### src/rtl/io_bus_arbiter.sv
`default_nettype none
// ============================================================================
//  Module      : io_bus_arbiter
//  Description : Round-robin arbiter sharing one memory-mapped IO peripheral
//                bus between several core memory-access stages. Supports
//                peripheral wait states (bus_ready) with a bounded timeout and
//                returns ack / read data / error to the granted requester.
//  Revision    : 1.0 - initial release
// ============================================================================
module io_bus_arbiter #(
    parameter int NUM_REQUESTERS = 4,
    parameter int TIMEOUT_CYCLES = 255
) (
    input  logic                         clk,
    input  logic                         reset,
    input  logic [NUM_REQUESTERS-1:0]    req_read_en,
    input  logic [NUM_REQUESTERS-1:0]    req_write_en,
    input  logic [32*NUM_REQUESTERS-1:0] req_address,
    input  logic [32*NUM_REQUESTERS-1:0] req_write_data,
    output logic [NUM_REQUESTERS-1:0]    req_ack,
    output logic [NUM_REQUESTERS-1:0]    req_error,
    output logic [31:0]                  req_read_data,
    output logic                         bus_read_en,
    output logic                         bus_write_en,
    output logic [31:0]                  bus_address,
    output logic [31:0]                  bus_write_data,
    input  logic                         bus_ready,
    input  logic [31:0]                  bus_read_data
);

    // Index width for requester numbers; one extra bit is used for the
    // modular add so that wrap-around can be handled with a single subtract.
    localparam int                c_IDX_W   = (NUM_REQUESTERS > 1) ? $clog2(NUM_REQUESTERS) : 1;
    localparam logic [c_IDX_W:0]  c_NUM     = (c_IDX_W+1)'(NUM_REQUESTERS);
    localparam logic [7:0]        c_TIMEOUT = 8'(TIMEOUT_CYCLES);

    typedef enum logic [1:0] {
        S_IDLE = 2'd0,
        S_BUS  = 2'd1,
        S_RESP = 2'd2
    } state_t;

    state_t                    r_state;
    state_t                    w_state_next;

    logic [NUM_REQUESTERS-1:0] w_pending;
    logic [NUM_REQUESTERS-1:0] w_rotated;
    logic [2*NUM_REQUESTERS-1:0] w_doubled;
    logic                      w_any_pending;
    logic [c_IDX_W:0]          w_offset;
    logic [c_IDX_W:0]          w_grant_sum;
    logic [c_IDX_W-1:0]        w_grant_idx;
    logic [c_IDX_W:0]          w_ptr_sum;
    logic [c_IDX_W-1:0]        w_ptr_next;
    logic                      w_grant_is_write;
    logic                      w_timeout_hit;

    logic [c_IDX_W-1:0]        r_rr_ptr;
    logic [c_IDX_W-1:0]        r_grant;
    logic                      r_is_write;
    logic [7:0]                r_timeout_cnt;
    logic [NUM_REQUESTERS-1:0] r_req_ack;
    logic [NUM_REQUESTERS-1:0] r_req_error;
    logic [31:0]               r_req_read_data;
    logic                      r_bus_read_en;
    logic                      r_bus_write_en;
    logic [31:0]               r_bus_address;
    logic [31:0]               r_bus_write_data;

    assign w_pending = req_read_en | req_write_en;

    // Rotate the pending vector so that bit 0 corresponds to rr_ptr; the
    // lowest set bit of the rotated vector is then the round-robin winner.
    assign w_doubled = {w_pending, w_pending} >> r_rr_ptr;
    assign w_rotated = w_doubled[NUM_REQUESTERS-1:0];

    // Priority search for the first pending requester at or after rr_ptr.
    always_comb begin
        w_any_pending = 1'b0;
        w_offset      = '0;
        for (int off = 0; off < NUM_REQUESTERS; off++) begin
            if (!w_any_pending && w_rotated[off]) begin
                w_any_pending = 1'b1;
                w_offset      = (c_IDX_W+1)'(off);
            end
        end
    end

    // Convert the rotated offset back into an absolute index, modulo N.
    assign w_grant_sum = {1'b0, r_rr_ptr} + w_offset;
    assign w_grant_idx = (w_grant_sum >= c_NUM) ? c_IDX_W'(w_grant_sum - c_NUM)
                                                : c_IDX_W'(w_grant_sum);

    // The pointer moves to the requester just after the one being granted.
    assign w_ptr_sum  = {1'b0, w_grant_idx} + (c_IDX_W+1)'(1);
    assign w_ptr_next = (w_ptr_sum >= c_NUM) ? c_IDX_W'(w_ptr_sum - c_NUM)
                                             : c_IDX_W'(w_ptr_sum);

    // A request with both enables set is serviced as a write.
    assign w_grant_is_write = req_write_en[w_grant_idx];

    // The current cycle is the TIMEOUT_CYCLES-th consecutive not-ready cycle.
    assign w_timeout_hit = !bus_ready && ((r_timeout_cnt + 8'd1) == c_TIMEOUT);

    // State register.
    always_ff @(posedge clk) begin
        if (reset) begin
            r_state <= S_IDLE;
        end else begin
            r_state <= w_state_next;
        end
    end

    // Next-state logic: IDLE -> BUS on grant, BUS -> RESP on ready/timeout,
    // RESP always returns to IDLE so the acked request is never re-sampled.
    always_comb begin
        w_state_next = r_state;
        case (r_state)
            S_IDLE: begin
                if (w_any_pending) begin
                    w_state_next = S_BUS;
                end
            end
            S_BUS: begin
                if (bus_ready || w_timeout_hit) begin
                    w_state_next = S_RESP;
                end
            end
            S_RESP: begin
                w_state_next = S_IDLE;
            end
            default: begin
                w_state_next = S_IDLE;
            end
        endcase
    end

    // Registered datapath: grant latching, bus strobes, timeout count and
    // the response returned to the granted requester.
    always_ff @(posedge clk) begin
        if (reset) begin
            r_rr_ptr         <= '0;
            r_grant          <= '0;
            r_is_write       <= 1'b0;
            r_timeout_cnt    <= 8'd0;
            r_req_ack        <= '0;
            r_req_error      <= '0;
            r_req_read_data  <= 32'd0;
            r_bus_read_en    <= 1'b0;
            r_bus_write_en   <= 1'b0;
            r_bus_address    <= 32'd0;
            r_bus_write_data <= 32'd0;
        end else begin
            r_req_ack   <= '0;
            r_req_error <= '0;
            case (r_state)
                S_IDLE: begin
                    r_timeout_cnt <= 8'd0;
                    if (w_any_pending) begin
                        r_grant          <= w_grant_idx;
                        r_rr_ptr         <= w_ptr_next;
                        r_is_write       <= w_grant_is_write;
                        r_bus_address    <= req_address[{w_grant_idx, 5'b00000} +: 32];
                        r_bus_write_data <= req_write_data[{w_grant_idx, 5'b00000} +: 32];
                        r_bus_write_en   <= w_grant_is_write;
                        r_bus_read_en    <= !w_grant_is_write;
                    end
                end
                S_BUS: begin
                    if (bus_ready) begin
                        r_bus_read_en   <= 1'b0;
                        r_bus_write_en  <= 1'b0;
                        r_req_read_data <= r_is_write ? 32'd0 : bus_read_data;
                        r_req_ack       <= NUM_REQUESTERS'(1) << r_grant;
                    end else if (w_timeout_hit) begin
                        r_bus_read_en   <= 1'b0;
                        r_bus_write_en  <= 1'b0;
                        r_req_read_data <= 32'hFFFF_FFFF;
                        r_req_ack       <= NUM_REQUESTERS'(1) << r_grant;
                        r_req_error     <= NUM_REQUESTERS'(1) << r_grant;
                        r_timeout_cnt   <= r_timeout_cnt + 8'd1;
                    end else begin
                        r_timeout_cnt   <= r_timeout_cnt + 8'd1;
                    end
                end
                default: begin
                    // RESP: ack pulse is already on the outputs; nothing to do.
                end
            endcase
        end
    end

    assign req_ack        = r_req_ack;
    assign req_error      = r_req_error;
    assign req_read_data  = r_req_read_data;
    assign bus_read_en    = r_bus_read_en;
    assign bus_write_en   = r_bus_write_en;
    assign bus_address    = r_bus_address;
    assign bus_write_data = r_bus_write_data;

endmodule
`default_nettype wire

### config.mk
export PLATFORM = sky130hd
export DESIGN_NAME = io_bus_arbiter
export DESIGN_NICKNAME = d
export VERILOG_FILES = /design/src/rtl/io_bus_arbiter.sv
export SDC_FILE = /design/constraint.sdc
export NUM_CORES = 1
export LEC_CHECK = 0
export ABC_AREA = 1
export BUFFER_PORTS_ARGS = -buffer_cell sky130_fd_sc_hd__buf_4
export CAP_MARGIN = 20
export CORE_AREA = 5 5 155 157
export CTS_BUF_LIST = sky130_fd_sc_hd__clkbuf_4
export DETAILED_ROUTE_END_ITERATION = 6
export DIE_AREA = 0 0 160 162
export GPL_ROUTABILITY_DRIVEN = 1
export MAX_ROUTING_LAYER = met4
export SLEW_MARGIN = 25
export SYNTH_ARGS = -nofsm -noshare
export SYNTH_HDL_FRONTEND = slang
export SYNTH_SLANG_ARGS = --single-unit
export TNS_END_PERCENT = 30
### constraint.sdc
create_clock -name clk -period 3.27 [get_ports clk]
set_input_delay 0.1635 -clock clk [delete_from_list [all_inputs] [get_ports clk]]
set_output_delay 0.1635 -clock clk [all_outputs]
set_load 0.005 [all_outputs]
==> run summary <==
clock slew at reported path FFs - 0.13 ns
Fillers - 2141
Final Critical Period - 2.96 ns
share of flip-flops with an asynchronous set or reset - 0
CTS tree - done
biggest area consumer among synthesized cells - dfxtp_1
Setup crit start kind - flip-flop
Final Hold Slack - 0.0455 ns
power per cell area - 698 nW/um2
WS Path Type - reg -> reg
Global Route Usage Sum - 0.220
die area - 25900 um2
antenna-violating nets left - 0
Clk Latency, worst-skew pair - 0.53 ns
Mapped Nets - 1280
Routed WL per cell - 16.1 um
Setup Total Neg Slack - 0 ns
Seq/Total Area, Yosys - 0.347
port bufs - 404
Setup Viol. Count Final - 0
largest net degree at the start of global routing - 77
Finished Layout Cells - 1794
Area after DPL - 10200 um2
crit-path cells - inv_2, nand2_1, nand2_1, nand2_1, nand2_1, nand3_1, a21oi_1, ha_4, buf_12, buf_12, mux2i_1, dlygate4sd3_1, nand3_1, nand3_1, a21oi_1
CTS Buf Count - 17
1st-pass router iterations - 5
initial antenna violation count - 1
register share of total power - 0.258
Crit path required time - 3.67 ns
critical path capture point type - flip-flop
overall power - 8.42 mW
max-cap check violation count - 0
Worst Hold Class - in -> reg
final worst-path cycle share - 0.906
H-tree levels - 4
Synth area leaders - dfxtp_1, mux2i_1, nand2_1, nand3_1, a21oi_1
critical path's slowest cell - dlygate4sd3_1
layout cells sized above 1 - 0.312
Final Skew - 0.0231 ns
postcts setup bufs - 0
Syn Area/Cell - 7.14 um2
gpl congestion - 0.863
first-pass GRT wire length - 45200 um
internal power - 5.03 mW
grt total ovfl - 0
clk sinks - 121
maximum vdd ir drop - 0.366 mV
worst-margin pin slew - 0.905 ns
final setup margin - 0.307 ns
max_slew headroom - 0.396
drt drc - 0
count of flip-flops with a built-in enable after synthesis - 0
fin nets - 1797
worst stage delay on the critical path - 0.58 ns
switching share of power - 0.403
Initial Util - 0.312
max-slew violations - 0
height of the die - 162 um
Cell variety after synth - 24
Vias - 8521
die width - 160 um
crit path buf inv count - 4
Placeable Area - 22400 um2
Worst Path Max Fanout - 31
CP top delay family - buffers and inverters
Synth Cell Area - 6980 um2
Synth top area share - 0.347
vias per inst - 4.75
clk buf depth - 2
Sw Pwr - 3.39 mW
RSZ-0062 raised after global routing - false
Synth top cells by count - nand2_1, nand3_1, mux2i_1
Worst EP arrival - 3.36 ns
Gate Count Post-Synth - 978
Hold Violations, Final - 0
DRT iter0 DRCs - 501
Clock power frac - 0.144
Leakage - 5.87 nW
Yosys warning total - 0
cell with the most instances after synthesis - nand2_1
Cells after DPL - 1613
Comb pwr share - 0.598
Util after Layout - 0.539
Most used DFF post-synth - dfxtp_1
Synth Register Bits - 121
DP HPWL - 20300 um
cell repeated most along the worst path - nand2_1
I/O Pins - 405
pre-CTS setup slack - 0.483 ns
root buf cell - clkbuf_4
fin area - 12100 um2
Std-Cell Rows - 55
vias in the first global route - 8666
achievable frequency - 338 MHz
outcome - complete, no violations
routed wire length - 28800 um
Area growth, synth to finish - 72.7%
## logic make-up (layout without fill, tap and decap cells)
kind of cell	Yosys count	in the layout	synth area share
adders and majority gates	3	3	0.00538
muxes	130	130	0.186
DFF	121	121	0.347
other	0	1	0
buffers and inverters	161	691	0.0991
xor gates and xnor gates	1	1	0.00125
AOI/OAI and AO/OA	146	146	0.105
and+or+nand+nor	416	416	0.256
## path summary, 6_finish.rpt
path | startpoint | endpoint | slack [ns] | cells after the start
setup / recovery | r_rr_ptr[0] | bus_write_data[5] | 0.31 | 15
hold / removal | req_address[82] | bus_address[18] | 0.05 | 5
setup reg to reg | r_rr_ptr[0] | bus_write_data[5] | 0.31 | 15
hold reg to reg | req_read_data[18] | req_read_data[18] | 0.45 | 2
## flip-flops by register name, indices dropped and copies added (netlist names), 4 cells and up
| register | flops |
|---|---|
| bus_address | 32 |
| bus_write_data | 32 |
| req_read_data | 32 |
| r_timeout_cnt | 8 |
| req_ack | 4 |
| req_error | 4 |
## final cells by class
type / count / area (um2) / share of cell area
antenna: 1 / 2.50 / 0.000208
clock buffer: 17 / 128 / 0.0106
clock inverter: 15 / 191 / 0.0159
inverter: 88 / 330 / 0.0274
multi-input combinational: 696 / 3890 / 0.323
sequential: 121 / 2420 / 0.201
tap: 285 / 357 / 0.0296
timing repair buffer: 571 / 4740 / 0.393
## worst reg2reg max path, stage by stage, from the launching register on
cell and delay (ns):
dfxtp_2 0.38, inv_2 0.10, nand2_1 0.08, nand2_1 0.07
nand2_1 0.04, nand2_1 0.13, nand3_1 0.08, a21oi_1 0.22
ha_4 0.19, buf_12 0.20, buf_12 0.25, mux2i_1 0.23
dlygate4sd3_1 0.58, nand3_1 0.08, nand3_1 0.13, a21oi_1 0.06
## power groups by stage
stage                     clock network, mW  logic [mW]  registers [mW]
final                                  1.21        5.03            2.18
after global routing                   1.33        5.50            2.23
after CTS                              1.27        5.06            2.17
after detailed placement                  0        4.58            2.20
after global placement                    0        4.57            2.18
after floorplan                           0        2.90            2.17
## layer usage
layer / up-vias / GRT usage / share of wire
met5: - / - / 0
met4: 0 / 0.0731 / 0.025
met3: 54 / 0.0589 / 0.063
met2: 295 / 0.375 / 0.51
met1: 3893 / 0.253 / 0.40
li1: 4279 / - / -
## cell usage in the layout (no fill, tap or decap)
master / synthesis / layout
dfxtp_1: 121 / 119
clkinv_2: 0 / 1
bufinv_16: 0 / 3
nand3b_1: 1 / 1
nand3_1: 152 / 152
buf_6: 5 / 1
dfxtp_2: 0 / 2
ha_4: 0 / 1
buf_4: 5 / 416
nand4_1: 1 / 1
dlygate4sd3_1: 0 / 148
clkinvlp_4: 0 / 2
a21oi_1: 112 / 112
inv_1: 86 / 86
nor2_2: 1 / 1
nand2_2: 5 / 6
mux2i_1: 130 / 130
nor2_4: 1 / 1
nor2_1: 25 / 25
o21ai_0: 34 / 34
xor2_1: 1 / 1
clkinv_4: 0 / 2
inv_6: 0 / 3
nand2_1: 227 / 226
diode_2: 0 / 1
ha_1: 3 / 2
clkbuf_4: 0 / 17
clkinv_1: 0 / 1
or2_2: 1 / 1
nand3_2: 1 / 1
nor3_2: 0 / 1
inv_8: 0 / 3
buf_12: 0 / 6
inv_2: 2 / 2
## timing repair
action,CTS,global route
endpoints found under the setup margin,0,6
hold endpoints to repair,86,0
gates resized for setup,0,2
hold buffers,148,0
Note: power is estimated with default switching activity, not from simulation.
